--- src/rtl/button_conditioner_if.sv ---
// rtl/button_conditioner_if.sv - push-button bundle between the board inputs and the conditioner
//
// Purpose: groups the three raw button inputs with the conditioned outputs.
// Signals:
//   buttonRightRaw/buttonCenterRaw/buttonLeftRaw : raw asynchronous buttons, active-high
//   buttonRight/buttonCenter/buttonLeft          : one-cycle press pulses after masking
//   buttonsHeld[2:0]                             : debounced levels {left, center, right}
// Modports: slave = conditioner side, master = button source / observer side.
interface button_conditioner_if;
  logic       buttonRightRaw;
  logic       buttonCenterRaw;
  logic       buttonLeftRaw;
  logic       buttonRight;
  logic       buttonCenter;
  logic       buttonLeft;
  logic [2:0] buttonsHeld;

  modport slave (
    input  buttonRightRaw, buttonCenterRaw, buttonLeftRaw,
    output buttonRight, buttonCenter, buttonLeft, buttonsHeld
  );

  modport master (
    output buttonRightRaw, buttonCenterRaw, buttonLeftRaw,
    input  buttonRight, buttonCenter, buttonLeft, buttonsHeld
  );
endinterface

--- src/rtl/button_conditioner.sv ---
// rtl/button_conditioner.sv - synchronise, debounce and edge-detect three push-buttons
//
// Purpose: per button a two-flop synchroniser, a restart-on-bounce debounce
// counter and a rising-edge detector; simultaneous rises are masked by a fixed
// priority before being registered as one-cycle press pulses.
// Ports:
//   clk   : system clock
//   reset : synchronous active-high reset
//   btn   : button_conditioner_if.slave (raw inputs in, pulses and held levels out)
module button_conditioner #(
  parameter int DEBOUNCE_CYCLES = 500000,
  parameter int CNT_WIDTH       = $clog2(DEBOUNCE_CYCLES)
) (
  input  logic                  clk,
  input  logic                  reset,
  button_conditioner_if.slave   btn
);

  localparam logic [CNT_WIDTH-1:0] CNT_MAX = CNT_WIDTH'(DEBOUNCE_CYCLES - 1);
  localparam logic [CNT_WIDTH-1:0] CNT_ONE = CNT_WIDTH'(1);

  // Channel index: 0 = right, 1 = center, 2 = left (matches buttonsHeld order).
  logic [2:0]                raw;
  logic [2:0]                sync1;
  logic [2:0]                sync2;
  logic [2:0]                level;
  logic [2:0]                level_next;
  logic [2:0][CNT_WIDTH-1:0] cnt;
  logic [2:0][CNT_WIDTH-1:0] cnt_next;
  logic [2:0]                rise;
  logic [2:0]                accept;
  logic [2:0]                pulse;

  assign raw = {btn.buttonLeftRaw, btn.buttonCenterRaw, btn.buttonRightRaw};

  // Debounce: the count only advances while the synchronised input disagrees
  // with the stable level, so any bounce back clears it and it never wraps.
  always_comb begin
    level_next = level;
    cnt_next   = '0;
    for (int i = 0; i < 3; i++) begin
      if (sync2[i] != level[i]) begin
        if (cnt[i] == CNT_MAX) begin
          level_next[i] = sync2[i];
        end else begin
          cnt_next[i] = cnt[i] + CNT_ONE;
        end
      end
    end
  end

  // Rise is taken from the level change happening at this edge so the pulse
  // appears together with the new buttonsHeld value.
  assign rise = level_next & ~level;

  // Center wins outright; left+right together is ambiguous and dropped.
  always_comb begin
    accept = rise;
    if (rise[1]) begin
      accept = 3'b010;
    end else if (rise[2] && rise[0]) begin
      accept = 3'b000;
    end
  end

  always_ff @(posedge clk) begin
    if (reset) begin
      sync1 <= '0;
      sync2 <= '0;
      level <= '0;
      cnt   <= '0;
      pulse <= '0;
    end else begin
      sync1 <= raw;
      sync2 <= sync1;
      level <= level_next;
      cnt   <= cnt_next;
      pulse <= accept;
    end
  end

  assign btn.buttonRight  = pulse[0];
  assign btn.buttonCenter = pulse[1];
  assign btn.buttonLeft   = pulse[2];
  assign btn.buttonsHeld  = level;

endmodule

--- src/flat_wrapper.sv ---
// flat-port wrapper written by rule: the top's interface ports become plain ports
module button_conditioner_flat 
#(
  parameter int DEBOUNCE_CYCLES = 500000,
  parameter int CNT_WIDTH       = $clog2(DEBOUNCE_CYCLES)
)
  (clk, reset, btn_buttonRightRaw, btn_buttonCenterRaw, btn_buttonLeftRaw, btn_buttonRight, btn_buttonCenter, btn_buttonLeft, btn_buttonsHeld);
  button_conditioner_if btn_i ();
  input  logic clk;
  input  logic reset;
  input wire logic [$bits(btn_i.buttonRightRaw)-1:0] btn_buttonRightRaw;
  input wire logic [$bits(btn_i.buttonCenterRaw)-1:0] btn_buttonCenterRaw;
  input wire logic [$bits(btn_i.buttonLeftRaw)-1:0] btn_buttonLeftRaw;
  output wire logic [$bits(btn_i.buttonRight)-1:0] btn_buttonRight;
  output wire logic [$bits(btn_i.buttonCenter)-1:0] btn_buttonCenter;
  output wire logic [$bits(btn_i.buttonLeft)-1:0] btn_buttonLeft;
  output wire logic [$bits(btn_i.buttonsHeld)-1:0] btn_buttonsHeld;
  assign btn_i.buttonRightRaw = btn_buttonRightRaw;
  assign btn_i.buttonCenterRaw = btn_buttonCenterRaw;
  assign btn_i.buttonLeftRaw = btn_buttonLeftRaw;
  assign btn_buttonRight = btn_i.buttonRight;
  assign btn_buttonCenter = btn_i.buttonCenter;
  assign btn_buttonLeft = btn_i.buttonLeft;
  assign btn_buttonsHeld = btn_i.buttonsHeld;
  button_conditioner #(.DEBOUNCE_CYCLES(DEBOUNCE_CYCLES), .CNT_WIDTH(CNT_WIDTH)) u_core (.clk(clk), .reset(reset), .btn(btn_i));
endmodule
--- config.mk ---
export PLATFORM = sky130hd
export DESIGN_NAME = button_conditioner_flat
export DESIGN_NICKNAME = d
export VERILOG_FILES = /design/src/rtl/button_conditioner_if.sv /design/src/rtl/button_conditioner.sv /design/src/flat_wrapper.sv
export SDC_FILE = /design/constraint.sdc
export NUM_CORES = 1
export LEC_CHECK = 0
export CORE_MARGIN = 4
export CORE_UTILIZATION = 54
export CTS_CLUSTER_SIZE = 28
export DETAILED_ROUTE_END_ITERATION = 10
export PLACE_DENSITY = 0.72
export SETUP_SLACK_MARGIN = 0.2
export SLEW_MARGIN = 0
export SYNTH_ARGS = -nofsm -noshare
export SYNTH_HDL_FRONTEND = slang
export SYNTH_SLANG_ARGS = --single-unit
--- constraint.sdc ---
create_clock -name clk -period 5.4 [get_ports clk]
set_input_delay 1.35 -clock clk [delete_from_list [all_inputs] [get_ports clk]]
set_output_delay 1.35 -clock clk [all_outputs]
set_load 0.05 [all_outputs]
-- Yosys cells after proc, flatten, opt, wreduce, memory -nomap -nowiden
Cells that the tools add are included.
- $add $sub $neg: 3
- eq/ne operators: 6
- mux-type cells: 8
- bitwise gates (word level): 5
- reduce and logical (&&, ||, !) cells: 5
- operators with widths (kind ; number):
    19-bit by 1-bit adder with 19-bit output (second input constant) ; 3
    19-bit equality test (second input constant) ; 3
    3-bit OR reduction ; 4
    1-bit 2-to-1 mux ; 7
    3-bit bitwise AND ; 1
    1-bit != test ; 3
    1-bit inverter ; 3
    3-bit inverter ; 1
    2-bit 2-to-1 mux ; 1
    1-bit logical AND ; 1
- flip-flop bits (word level): 69
- output and inout bits: 6

-- Longest topological paths before layout
Gate-level depths: netlist of the first run.
- depth after elaboration: 7
- mapped depth: 7

-- Least setup slack after synthesis of the first run
OpenSTA, ideal clock, no wires.
- kind: input -> register
- start point: in reset
- end point: reg u_core.pulse[0]
- setup time: 0.132 ns
- arrival time: 2.075 ns
- setup slack: 3.193 ns
- stages on the path: 4
- path buffers: 2
- path through: clkbuf_1 > clkbuf_1 > a31oi_1 > nor3b_2
- cells in the longest elaborated chain, start to end: 1
- RTL lines (what ; line ; RTL):
    start: declaration ; flat_wrapper.sv:10 ; input logic reset;
    3-bit OR reduction (no source line) ; - ;
    end signal: assignment ; button_conditioner.sv:78 ; pulse <= accept;
    end: declaration ; button_conditioner.sv:32 ; logic [2:0] pulse;
No other way between the ends.
A chain may end at the register's enable or synchronous reset.

-- Worst setup path in the final report of the first run
- start point: reg u_core.level[0] (netlist: u_core.btn.buttonsHeld[0])
- end point: out btn_buttonsHeld[0]
- RTL lines (what ; line ; RTL):
    start: declaration ; button_conditioner.sv:26 ; logic [2:0] level;
    start signal: assignment ; button_conditioner.sv:76 ; level <= level_next;
    end: declaration ; flat_wrapper.sv:17 ; output wire logic [$bits(btn_i.buttonsHeld)-1:0] btn_buttonsHeld;
No word-level cell between the ends.

==> results.toml, run 1 <==
[status]
status = "finished, final reports clean"

[layout]
mostFrequentLayoutCell = "dfxtp_1"
drive_gt1_share_pct = 11.0
regArea_um2 = 1380
diodes = 0
multi_input_area_um2 = 1700
final_cell_mix = "dfxtp_1 (69), nor2_1 (54), xnor2_1 (27)"
finalNetCount = 368
areaGrowthSynthToFinish_pct = 11.6
fin_area_um2 = 3550
fillers = 496
finalNonFillerCells = 437

[logic_synthesis]
synth-main-ff-cell = "dfxtp_1"
syn_area_um2 = 3180
yosysSeqAreaShare_pct = 43.4
syn_inst = 349
synth_top_cell_by_area = "dfxtp_1"
netlist_top_cells_area = "dfxtp_1 (43%), xnor2_1 (7.4%), nor2_1 (6.4%)"
synth_top_area_share_pct = 43.4
ys_ff_latch = 69
synth.avg_cell_area_um2 = 9.11
synth_warnings = 0
synth_edf_count = 0
ys_types = 49
async_flop_share_pct = 0
syn-num-nets = 357

[setup_path]
r2r_start = "u_core.cnt[19]$_SDFF_PP0_"
critPathLaunch = "u_core.btn.buttonsHeld[0]$_SDFF_PP0_"
cp-start-kind = "flip-flop"
r2r_cells = 5
cp_max_fo = 4
arrival_ps = 1600
setup.worst_path.class = "flip-flop to output port"
cp_top_family = "buffers and inverters"
timing.critical_path.buf_inv = 1
cp-end-kind = "output port"
cp_cell_sequence = "clkdlybuf4s50_1"
cp.required_ps = 4050
slowest_stage = "clkdlybuf4s50_1"
max_stage_delay_ps = 830
cp.depth = 1

[place]
buffer_ports.inserted = 10
dpl_cell_area_um2 = 3300
placed_cells = 421
dp_hpwl_um = 3950
dp_slack_ps = 2370
gp_congestion = 0.848

[sta]
max_freq_mhz = 339
drv_slew = 0
period_minus_slack_ps = 2950
finalHoldViolations = 0
fin_crit_sh_pct = 54.6
setup_viol = 0
hold-worst-slack_ps = 438
rsz0062_at_grt = "false"
worst-slew-pin-transition_ps = 814
slew_headroom_pct = 45.7
worst_slack_ps = 2450
fin_skew_ps = 8.96
finalSetupTns_ps = 0

[clock_network]
root_buffer = "clkbuf_8"
numCtsBuffers = 9
post_cts_resized = 0
cts.path.max_buffers = 2
clk_latency_ps = 350
cts_max_level = 3
post_cts_buffers = 0
hold_buffers = 0
cts_tree = "done"
clkSinkCount = 69
clk_pin_slew_ps = 80

[routing]
dr.first_iter.drc_count = 101
wl_per_cell_um = 12.9
drt-total-wl_um = 5640
vias = 2454
drt_first_pass_iters = 4
ant_nets = 0
viasPerCell = 5.62
drc = 0

[die]
die_area_um2 = 7180
row_count = 27
die_h_um = 84.7
ios = 11
die_w_um = 84.7
core_area_um2 = 5610
start_util_pct = 56.7

[min_path]
min_path_type = "flip-flop to flip-flop"
min_path_cells = 1
hold_start = "u_core.sync1[2]$_SDFF_PP0_"

[global_route]
grtUsageTotal_pct = 17.2
grt_pass1_vias = 2315
grt_first_pass_wirelength_um = 10100
grt_max_degree = 20
antenna_found_initial = 0
grt_overflow_total = 0

[power_and_ir_drop]
leakage_nw = 1.06
vdd_drop_max_v = 0.000277
powerDensity_nw_per_um2 = 292

[run]
max_cap_viol_count = 0
-- worst register-to-register path, stage by stage (launching register included) --
cell and delay (ps):
dfxtp_1 390, ha_1 250, nand4_1 150, nor4_1 440
a211o_1 610, nor2_1 110
-- routing by layer --
layer  up-vias  global-route usage (%)  share of wire (%)
li1       1254                       -                  -
met1      1149                    21.6                 49
met2        38                    27.2                 45
met3        13                    5.30                3.7
met4         0                    7.91                2.1
met5         -                       0                  0
-- path summary, 6_finish.rpt --
path / endpoint / slack, ps
max: btn_buttonsHeld[0] / 2450
min: u_core.sync2[2]$_SDFF_PP0_ / 440
max reg2reg: u_core.cnt[28]$_SDFF_PP0_ / 3310
min reg2reg: u_core.sync2[2]$_SDFF_PP0_ / 440
-- power by group --
part	leakage (nW)	total [mW]	switching, mW	internal, mW
logic	0.388	0.0132	0.00723	0.00594
registers	0.557	0.513	0.00159	0.511
clock network	0.116	0.511	0.203	0.309
total	1.06	1.04	0.212	0.826
-- kinds of logic after synthesis --
logic type / after synthesis / synth area share [%]
fa+ha+maj: 3 / 1.18
flops: 69 / 43.4
mux: 2 / 0.630
simple gates: 187 / 34.4
buf+inv: 17 / 2.95
compound gates: 29 / 5.86
xor+xnor: 42 / 11.6
-- flip-flops by register name, summed over array words and instances (netlist names) --
name	cells
u_core.sync2	3
u_core.btn.buttonsHeld	3
u_core.pulse	3
u_core.cnt	57
u_core.sync1	3
-- area by class of cell --
cell class | instances | area share, %
clock buffer | 9 | 3.49
clock inverter | 7 | 3.46
inverter | 7 | 0.740
multi-input combinational | 263 | 48.0
sequential | 69 | 38.9
tap | 72 | 2.54
timing repair buffer | 10 | 2.82
-- synth_stat cells (2+ instances only) --
cell / count
nor4b_1: 3
a21oi_1: 8
or2_2: 2
and2_1: 2
buf_2: 3
nand2b_1: 3
inv_1: 7
clkbuf_1: 3
nand3_2: 2
or3_1: 5
or4_4: 2
or2_1: 2
nand2_1: 23
ha_1: 3
o31ai_1: 4
nand4_2: 4
nor4_1: 11
nand4_1: 12
or4_1: 2
nand3_1: 20
or2_4: 2
xor2_1: 15
or4b_1: 2
and3_1: 3
nor3_1: 8
mux2i_1: 2
dfxtp_1: 69
nor2b_1: 9
a21oi_2: 2
nor3b_1: 4
o21ai_0: 8
xnor2_1: 27
and4_1: 4
o41ai_1: 2
buf_6: 3
o21ai_2: 2
nor2_1: 54
-- per-stage QoR --
stage                     power (mW)  utilization [%]
after global placement         0.538             58.9
after detailed placement       0.538             58.9
after CTS                       1.05             63.3
after floorplan                0.534                -
after global routing            1.07             63.3
final                           1.04             63.3
Note: power is estimated with default switching activity, not from simulation.
==> inputs of run 2 (changes only) <==
Settings changed: PLACE_DENSITY 0.72 to 0.74.
Clock period 5.4 ns to 2.7 ns, I/O delays scaled along.
==> results.toml, run 2 (synthesis gave the netlist of run 1 again) <==
[die]
core_area_um2 = 5610
die_area_um2 = 7180
die_h_um = 84.7
row_count = 27
start_util_pct = 56.7
ios = 11
die_w_um = 84.7

[sta]
finalSetupTns_ps = 0
finalHoldViolations = 0
slew_headroom_pct = 49.2
fin_crit_sh_pct = 83.0
worst-slew-pin-transition_ps = 762
period_minus_slack_ps = 2240
max_freq_mhz = 446
fin_skew_ps = 6.64
rsz0062_at_grt = "false"
drv_slew = 0
setup_viol = 0

[min_path]
min_path_type = "flip-flop to flip-flop"
min_path_cells = 1

[setup_path]
cp_top_family = "buffers and inverters"
setup.worst_path.class = "flip-flop to output port"
arrival_ps = 1570
max_stage_delay_ps = 830
cp.required_ps = 2030
cp-start-kind = "flip-flop"
cp_max_fo = 4
cp-end-kind = "output port"
slowest_stage = "clkdlybuf4s50_1"
cp_cell_sequence = "clkdlybuf4s50_1"
cp.depth = 1
r2r_cells = 4
timing.critical_path.buf_inv = 1

[place]
gp_congestion = 0.816
placed_cells = 423
dp_hpwl_um = 4000
buffer_ports.inserted = 10

[layout]
mostFrequentLayoutCell = "dfxtp_1"
areaGrowthSynthToFinish_pct = 11.6
multi_input_area_um2 = 1700
largest_register_ffs = 57
finalNonFillerCells = 439
final_cell_mix = "dfxtp_1 (69), nor2_1 (54), xnor2_1 (27)"
regMostFlops = "u_core.cnt"
drive_gt1_share_pct = 11.4
fillers = 502
finalNetCount = 370
diodes = 0
regArea_um2 = 1380

[routing]
wl_per_cell_um = 12.9
drt_first_pass_iters = 5
drc = 0
vias = 2409
viasPerCell = 5.49
drt-total-wl_um = 5660
ant_nets = 0
dr.first_iter.drc_count = 101

[clock_network]
cts.path.max_buffers = 2
clk_pin_slew_ps = 70
numCtsBuffers = 9
clkSinkCount = 69
cts_tree = "done"
root_buffer = "clkbuf_8"
hold_buffers = 0
clk_latency_ps = 340
post_cts_resized = 0
post_cts_buffers = 0
cts_max_level = 3

[global_route]
grt_first_pass_wirelength_um = 10200
grt_pass1_vias = 2310
antenna_found_initial = 0
grt_overflow_total = 0
grtUsageTotal_pct = 17.5
grt_max_degree = 20

[power_and_ir_drop]
vdd_drop_max_v = 0.000426
leakage_nw = 1.07
powerDensity_nw_per_um2 = 566
power_mw = 2.01

[run]
max_cap_viol_count = 0

[status]
status = "finished, final reports clean"
## run 2: cell types whose count changed in the layout (fill, tap and decap cells not counted), sizes merged
cell	change
buf	+2
clkbuf	+2
bufinv	-1
clkinvlp	-1
## run 2: path summary, 6_finish.rpt
kind,start,end,slack [ps]
setup / recovery,u_core.btn.buttonsHeld[0]$_SDFF_PP0_,btn_buttonsHeld[0],460
hold / removal,u_core.sync1[2]$_SDFF_PP0_,u_core.sync2[2]$_SDFF_PP0_,440
setup reg to reg,u_core.cnt[45]$_SDFF_PP0_,u_core.cnt[41]$_SDFF_PP0_,700
hold reg to reg,u_core.sync1[2]$_SDFF_PP0_,u_core.sync2[2]$_SDFF_PP0_,440
## run 2: final cells by class
type | instances | area share [%]
clock buffers | 11 | 4.27
clock inverters | 5 | 2.29
inverters | 7 | 0.740
multi-input cells | 263 | 48.0
flip-flops and latches | 69 | 38.9
well taps | 72 | 2.54
repair buffers | 12 | 3.24
## run 2: layer usage
metal	part of all wire, %	track usage [%]	vias to the layer above
li1	-	-	1253
met1	48	22.0	1108
met2	46	27.8	40
met3	4.4	6.28	8
met4	1.4	5.76	0
met5	0	0	-
## run 2: through the flow
stage                     hold slack [ps]  setup WS, ps  instance area, µm²  util [%]
after floorplan                       414           979                3180         -
after global placement                420           654                3320      59.1
after detailed placement              429           615                3320      59.1
after CTS                             449           427                3550      63.3
after global routing                  471           377                3550      63.3
final                                 441           459                3550      63.3
## run 2: power by group
group / switching (mW) / total [mW] / leakage [nW] / internal (mW)
registers: 0.00314 / 1.03 / 0.557 / 1.02
logic: 0.0153 / 0.0286 / 0.397 / 0.0133
clock network: 0.384 / 0.955 / 0.116 / 0.572
total: 0.402 / 2.01 / 1.07 / 1.61
==> inputs of run 3 (changes only) <==
Settings changed: PLACE_DENSITY 0.74 to 0.72.
Clock period 2.7 ns to 2.32 ns, I/O delays scaled along.
==> results.toml, run 3 (synthesis gave the netlist of run 1 again) <==
[routing]
vias = 2422
drt_first_pass_iters = 4
drc = 0
viasPerCell = 5.50
ant_nets = 0
dr.first_iter.drc_count = 124
drt-total-wl_um = 5820
wl_per_cell_um = 13.2

[power_and_ir_drop]
leakage_nw = 1.09
powerDensity_nw_per_um2 = 654
vdd_drop_max_v = 0.000378

[setup_path]
cp-start-kind = "flip-flop"
r2r_cells = 6
setup.worst_path.class = "flip-flop to output port"
cp.required_ps = 1740
cp_max_fo = 1
r2r_end = "u_core.cnt[29]$_SDFF_PP0_"
cp_cell_sequence = "clkdlybuf4s50_1"
r2r_start = "u_core.cnt[19]$_SDFF_PP0_"
slowest_stage = "clkdlybuf4s50_1"
cp-end-kind = "output port"
arrival_ps = 1480
r2r_slack_ps = 420
max_stage_delay_ps = 810
timing.critical_path.buf_inv = 1
cp_top_family = "buffers and inverters"

[clock_network]
clk_pin_slew_ps = 70
post_cts_buffers = 0
numCtsBuffers = 9
cts_tree = "done"
cts.path.max_buffers = 2
root_buffer = "clkbuf_8"
hold_buffers = 0
post_cts_resized = 3
cts_max_level = 3
clkSinkCount = 69
clk_latency_ps = 340

[layout]
finish.utilization_pct = 63.2
fillers = 482
fin_area_um2 = 3550
areaGrowthSynthToFinish_pct = 11.5
final_cell_mix = "dfxtp_1 (69), nor2_1 (54), xnor2_1 (27)"
mostFrequentLayoutCell = "dfxtp_1"
diodes = 0
largest_register_ffs = 57
regMostFlops = "u_core.cnt"
finalNetCount = 371
drive_gt1_share_pct = 11.4

[sta]
fin_crit_sh_pct = 88.6
period_minus_slack_ps = 2060
hold-worst-slack_ps = 443
finalHoldViolations = 0
drv_slew = 0
fin_skew_ps = 6.40
finalSetupTns_ps = 0
max_freq_mhz = 486
worst-slew-pin-transition_ps = 626
rsz0062_at_grt = "false"
setup_viol = 0
worst_slack_ps = 264
slew_headroom_pct = 58.3

[global_route]
grt_overflow_total = 0
grt_max_degree = 20
grtUsageTotal_pct = 17.7
grt_first_pass_wirelength_um = 10200
antenna_found_initial = 0
grt_pass1_vias = 2288

[place]
dp_slack_ps = 429
buffer_ports.inserted = 10
dp_hpwl_um = 4080
gp_congestion = 0.831
dpl_cell_area_um2 = 3320

[die]
die_area_um2 = 7180
start_util_pct = 56.7
row_count = 27
die_w_um = 84.7
ios = 11
die_h_um = 84.7
core_area_um2 = 5610

[min_path]
min_to = "u_core.sync2[0]$_SDFF_PP0_"
hold_start = "u_core.sync1[0]$_SDFF_PP0_"
min_path_type = "flip-flop to flip-flop"
min_path_cells = 1

[run]
max_cap_viol_count = 0

[status]
status = "finished, final reports clean"
==> run 3: cell types whose count changed in the layout (fill, tap and decap cells not counted), sizes merged <==
cell / before / now
clkdlybuf4s50: 10 / 7
dlygate4sd2: 0 / 3
buf: 2 / 3
clkbuf: 11 / 12
clkinv: 1 / 2
clkinvlp: 1 / 0
inv: 8 / 7
==> run 3: power by group <==
| part | leakage, nW | total (mW) | switching [mW] | internal, mW |
|---|---|---|---|---|
| sequential | 0.557 | 1.19 | 0.00359 | 1.19 |
| combinational | 0.416 | 0.0336 | 0.0176 | 0.0160 |
| clock | 0.116 | 1.09 | 0.431 | 0.661 |
| total | 1.09 | 2.32 | 0.453 | 1.87 |
==> run 3: through the flow <==
step	total power [mW]	cells
floorplan	1.24	349
global placement	1.25	424
detailed placement	1.26	424
CTS	2.34	440
global route	2.40	440
finish	2.32	440
==> run 3: final cells by class <==
| type | instances | area (µm²) | area share, % |
|---|---|---|---|
| inverters | 7 | 26.3 | 0.741 |
| repair buffers | 13 | 119 | 3.35 |
| well taps | 72 | 90.1 | 2.54 |
| multi-input cells | 263 | 1700 | 48.1 |
| flip-flops and latches | 69 | 1380 | 39.0 |
| clock inverters | 4 | 70.1 | 1.98 |
| clock buffers | 12 | 155 | 4.38 |
==> run 3: per-layer routing <==
metal	vias up	part of all wire, %	routed length, µm	global-route usage [%]
met5	-	0	0	0
met1	1131	51	2960	23.2
met4	0	2.1	123	6.47
met2	26	45	2590	27.2
met3	11	2.5	146	5.69
li1	1254	-	-	-
==> run 3: worst max path at each step <==
stage	startpoint	endpoint	slack, ps	cells after the start
2_1_floorplan	u_core.cnt[0]$_SDFF_PP0_	u_core.pulse[2]$_SDFF_PP0_	600	5
3_3_place_gp	reset	u_core.cnt[3]$_SDFF_PP0_	450	4
3_5_place_dp	u_core.cnt[19]$_SDFF_PP0_	u_core.cnt[29]$_SDFF_PP0_	430	6
4_1_cts	u_core.pulse[2]$_SDFF_PP0_	btn_buttonLeft	250	1
5_1_grt	u_core.pulse[2]$_SDFF_PP0_	btn_buttonLeft	230	1
6_report	u_core.pulse[2]$_SDFF_PP0_	btn_buttonLeft	260	1
